### config.mk
export PLATFORM = sky130hd
export DESIGN_NAME = divider_seq
export DESIGN_NICKNAME = d
export VERILOG_FILES = /design/src/rtl/divider_seq.sv
export SDC_FILE = /design/constraint.sdc
export NUM_CORES = 1
export LEC_CHECK = 0
export BUFFER_PORTS_ARGS = -buffer_cell sky130_fd_sc_hd__buf_2
export CAP_MARGIN = 15
export CORE_ASPECT_RATIO = 0.8
export CORE_MARGIN = 2
export CORE_UTILIZATION = 45
export CTS_BUF_LIST = sky130_fd_sc_hd__clkbuf_4 sky130_fd_sc_hd__clkbuf_8 sky130_fd_sc_hd__clkbuf_16
export CTS_CLUSTER_DIAMETER = 30
export DETAILED_ROUTE_END_ITERATION = 16
export HOLD_SLACK_MARGIN = 0.1
export PLACE_DENSITY = 0.66
export SYNTH_ARGS = -nofsm -noshare
export SYNTH_HDL_FRONTEND = slang
export SYNTH_SLANG_ARGS = --single-unit
### constraint.sdc
create_clock -name clk -period 2.7 [get_ports clk]
set_clock_uncertainty 0.2 [all_clocks]
set_input_delay 0 -clock clk [delete_from_list [all_inputs] [get_ports clk]]
set_output_delay 0 -clock clk [all_outputs]
set_load 0.005 [all_outputs]
### src/rtl/divider_seq.sv
// Sequential radix-2 restoring divider: unsigned quotient/remainder after WIDTH
// shift/trial-subtract iterations, with a one-cycle divide-by-zero fast path.
module divider_seq #(
  parameter int WIDTH = 8
) (
  input  logic             clk,
  input  logic             rst,
  input  logic             start,
  input  logic [WIDTH-1:0] dividend,
  input  logic [WIDTH-1:0] divisor,
  output logic             busy,
  output logic             done,
  output logic [WIDTH-1:0] quotient,
  output logic [WIDTH-1:0] remainder,
  output logic             div_by_zero
);

  localparam int CW = $clog2(WIDTH);

  typedef enum logic [1:0] {
    IDLE = 2'd0,
    RUN  = 2'd1,
    DONE = 2'd2
  } state_t;

  state_t           state_r;
  logic [WIDTH-1:0] a_r;
  logic [WIDTH-1:0] q_r;
  logic [WIDTH-1:0] m_r;
  logic [CW-1:0]    count_r;

  logic [WIDTH:0]   a_sh_s;
  logic [WIDTH-1:0] diff_s;
  logic             borrow_s;
  logic [WIDTH-1:0] a_nxt_s;
  logic [WIDTH-1:0] q_nxt_s;

  // One restoring iteration; the shifted accumulator keeps its carry-out bit so
  // the trial compare stays exact when A is close to M.
  always_comb begin
    a_sh_s   = {a_r, q_r[WIDTH-1]};
    borrow_s = (a_sh_s < {1'b0, m_r});
    diff_s   = a_sh_s[WIDTH-1:0] - m_r;
    if (borrow_s) begin
      a_nxt_s = a_sh_s[WIDTH-1:0];
      q_nxt_s = {q_r[WIDTH-2:0], 1'b0};
    end else begin
      a_nxt_s = diff_s;
      q_nxt_s = {q_r[WIDTH-2:0], 1'b1};
    end
  end

  // Control FSM, working registers and registered result outputs.
  always_ff @(posedge clk or posedge rst) begin
    if (rst) begin
      state_r     <= IDLE;
      a_r         <= {WIDTH{1'b0}};
      q_r         <= {WIDTH{1'b0}};
      m_r         <= {WIDTH{1'b0}};
      count_r     <= {CW{1'b0}};
      busy        <= 1'b0;
      done        <= 1'b0;
      quotient    <= {WIDTH{1'b0}};
      remainder   <= {WIDTH{1'b0}};
      div_by_zero <= 1'b0;
    end else begin
      case (state_r)
        IDLE, DONE: begin
          done <= 1'b0;
          busy <= 1'b0;
          if (start) begin
            if (divisor != {WIDTH{1'b0}}) begin
              a_r     <= {WIDTH{1'b0}};
              q_r     <= dividend;
              m_r     <= divisor;
              count_r <= {CW{1'b0}};
              busy    <= 1'b1;
              state_r <= RUN;
            end else begin
              quotient    <= {WIDTH{1'b1}};
              remainder   <= dividend;
              div_by_zero <= 1'b1;
              done        <= 1'b1;
              state_r     <= DONE;
            end
          end else begin
            state_r <= IDLE;
          end
        end
        RUN: begin
          a_r     <= a_nxt_s;
          q_r     <= q_nxt_s;
          count_r <= count_r + CW'(1);
          if (count_r == CW'(WIDTH - 1)) begin
            quotient    <= q_nxt_s;
            remainder   <= a_nxt_s;
            div_by_zero <= 1'b0;
            done        <= 1'b1;
            busy        <= 1'b0;
            state_r     <= DONE;
          end else begin
            state_r <= RUN;
          end
        end
        default: begin
          busy    <= 1'b0;
          done    <= 1'b0;
          state_r <= IDLE;
        end
      endcase
    end
  end

endmodule

==> summary.md <==
| Metric | Value |
|---|---|
| Synth Area in Adders | 5.90% |
| Io pins | 38 |
| Synthesized netlist cell count | 255 |
| Avg Cell Area, Syn | 9.65 um2 |
| Iter 0 DRT Violations | 150 |
| DRT Wirelength | 5.65 mm |
| Final setup vio count | 0 |
| Launch point of the critical path | a_r[1]$_DFFE_PP0P_ |
| Max Root-Sink Buffers | 2 |
| CP Capture Point | remainder[3]$_DFFE_PP0P_ |
| Vias in the first global route | 1969 |
| Worst Setup End Kind | flip-flop |
| Crit-path max FO | 6 |
| PortBufs | 37 |
| GR Overflow Total | 0 |
| CTS HTree Levels | 2 |
| Drt wl/cell | 15.0 um |
| Actual slew at the worst max-slew pin | 0.997 ns |
| Clk_lat worst skew | 0.30 ns |
| Vias | 2021 |
| Register-to-Register Path Depth | 7 |
| Cells after DPL | 351 |
| Yosys cell types | 44 |
| Post-CTS Setup Inserts | 0 |
| Post-Syn Nets | 285 |
| Util after Layout | 55.1% |
| Setup TNS | 0 ns |
| Die area | 6080 um2 |
| Antenna violations before repair | 0 |
| Flop2flop setup slack | 0.21 ns |
| Pre-antenna DRT Iters | 4 |
| Dpl cell area | 2660 um2 |
| Async S/R FF share, synth | 100% |
| Grt peak-use layer | met1 |
| Number of enable flip-flop cells after synthesis | 0 |
| CP peak stage delay | 0.41 ns |
| Total power | 0.00381 W |
| Routed Antenna Nets | 0 |
| Reg clk slew, reported paths | 0.09 ns |
| Design area | 2960 um2 |
| Max Cap Viol | 0 |
| DIE WIDTH | 86.7 um |
| Initial Util | 45.8% |
| TritonCTS clock tree | yes |
| Max frequency | 402 MHz |
| Share of layout cells above drive strength 1 | 20.2% |
| Critical path type | flip-flop to flip-flop |
| GP Congestion | 0.873 |
| Worst r2r src | a_r[1]$_DFFE_PP0P_ |
| Worst Setup Start Kind | flip-flop |
| Met3 global-route usage | 3.31% |
| RSZ-0062 raised after global routing | no |
| Post-synth top flop | dfrtp_1 |
| Row count | 24 |
| Status | completed |
| Main combinational cell family by area after synthesis | compound AO/OA/AOI/OAI gates |
| Met2 Use GR | 29.6% |
| Hold buffer count at cts | 18 |
| Max Slew Vio Count | 0 |
| Power Dens Cells | 1290 nW/um2 |
| Xor and xnor fraction of the mapped netlist area | 0.356% |
| First-pass GRT wire length | 9.60 mm |
| Worst Path Required | 2.73 ns |
| Diode count | 0 |
| VDD IR max | 0.501 mV |
| Period utilization | 92.1% |
| R2r endpoint | remainder[3]$_DFFE_PP0P_ |
| Worst Hold Class | primary input to flip-flop |
| CORE AREA | 5380 um2 |
| #FFs+latches synth | 48 |
| Hold Vio Cnt, Final | 0 |
| Clock period minus worst slack | 2.49 ns |
| M1 GR Usage | 31.0% |
| Seq/Total Area, Yosys | 48.8% |
| YS warnings | 0 |
| Vias per cell | 5.36 |
| DRC viols | 0 |
| Non-filler cells in the finished layout | 377 |
| Mux cell area share after synthesis | 0.865% |
| Clock Sinks | 48 |
| Worst-path cell with the longest stage delay | dfrtp_1 |
| CP Data Arrival Time | 2.51 ns |
| CTS Buf Count | 5 |
| Largest net degree at the start of global routing | 49 |
| Compound-cell area share of the yosys netlist | 20.0% |
| Synth-to-layout area growth | 20.3% |
| Crit-path cells | ha_1 -> o21ai_1 -> a21oi_1 -> o311a_4 -> nor2_1 -> mux2_2 -> a31oi_1 |
| Net count of the finished layout | 341 |
| GRT Total Usage | 20.1% |
| P_leak | 1.36 nW |
| Synth Area in Simple Gates | 17.7% |
| Mapped cell area | 2460 um2 |
| Post-cts sizing count | 0 |
| DPL Wire Length | 3.91 mm |
| DIE HEIGHT | 70.1 um |
| Root Buffer | clkbuf_8 |
| Slew margin rel. | 33.4% |
[power by group]
part | internal, W | total, W | switching, W
Clock | 0.000279 | 0.000535 | 0.000256
Sequential | 0.00108 | 0.00129 | 0.000215
Combinational | 0.000845 | 0.00198 | 0.00113
Total | 0.00220 | 0.00381 | 0.00160
[kinds of logic after synthesis]
| family | after synthesis |
|---|---|
| AO/OA/AOI/OAI | 72 |
| XOR/XNOR | 1 |
| adder cells (fa/ha/maj) | 11 |
| buffers and inverters | 24 |
| flip-flops | 48 |
| multiplexers | 2 |
| AND/OR/NAND/NOR | 97 |
[flip-flops by register name (all words and copies together) (netlist names)]
register and count:
div_by_zero 1, a_r 8, quotient 8, done 1, busy 1, count_r 3, state_r 2, m_r 8
remainder 8, q_r 8
[how the worst min path moves through the flow]
stage / start / end / slack, ns / depth (start not counted)
CTS: divisor[0] / m_r[0]$_DFFE_PP0P_ / 0.25 / 4
global route: divisor[0] / m_r[0]$_DFFE_PP0P_ / 0.28 / 4
detailed placement: divisor[0] / m_r[0]$_DFFE_PP0P_ / 0.03 / 3
floorplan: divisor[0] / m_r[0]$_DFFE_PP0P_ / -0.09 / 2
finish: divisor[0] / m_r[0]$_DFFE_PP0P_ / 0.26 / 4
global placement: divisor[0] / m_r[0]$_DFFE_PP0P_ / 0.03 / 3
[worst max-delay path, delay by kind of cell (launching register included)]
kind                     cells  cell delay, ns
AO/OA/AOI/OAI                4            0.75
flip-flops                   1            0.41
multiplexers                 1            0.41
adder cells (fa/ha/maj)      1            0.36
AND/OR/NAND/NOR              1            0.27
[synth_stat cells (2+ instances only)]
cell type	count	area, um2
a21o_1	3	22.5
a21oi_1	5	25.0
a31oi_1	15	93.8
buf_6	3	33.8
clkbuf_1	5	18.8
clkbuf_8	4	55.1
dfrtp_1	48	1200
ha_1	10	125
inv_1	11	41.3
nand2_1	51	191
nand2b_1	5	31.3
nand3_1	7	35.0
nor2_1	20	75.1
nor2b_1	3	18.8
nor3_1	2	10.0
nor4_2	2	25.0
o21ai_0	27	135
o22a_1	7	61.3
or3_1	2	12.5
[cells in the final DEF, fill, tap and decap left out, drive strengths merged, types with 2 or more instances in the layout]
cell	instances
nand2b	5
a31oi	15
nand2	51
dfrtp	48
buf	44
a21oi	7
clkbuf	5
or3	2
a41oi	2
dlygate4sd3	18
ha	10
o21ai	29
inv	12
nor2	20
nand3	7
a21o	3
nor2b	3
o22a	8
nor4	2
nor3	2
[through the flow]
step,setup slack [ns],hold slack (ns)
2_1_floorplan,0.458,-0.0946
3_3_place_gp,0.298,0.0293
3_5_place_dp,0.261,0.0284
4_1_cts,0.220,0.251
5_1_grt,0.0850,0.278
6_report,0.213,0.259
[layer usage]
layer | wire length [um] | part of all wire [%]
met3 | 209 | 3.7
met1 | 2920 | 52
met5 | 0 | 0
met4 | 41 | 0.73
met2 | 2480 | 44
[final cells by class]
class	instances	area, um2
fillers	497	2420
multi-input cells	183	1100
clock buffers	5	68.8
well taps	65	81.3
inverters	11	41.3
clock inverters	3	46.3
flip-flops and latches	48	1200
repair buffers	62	418
Note: power is estimated with default switching activity, not from simulation.
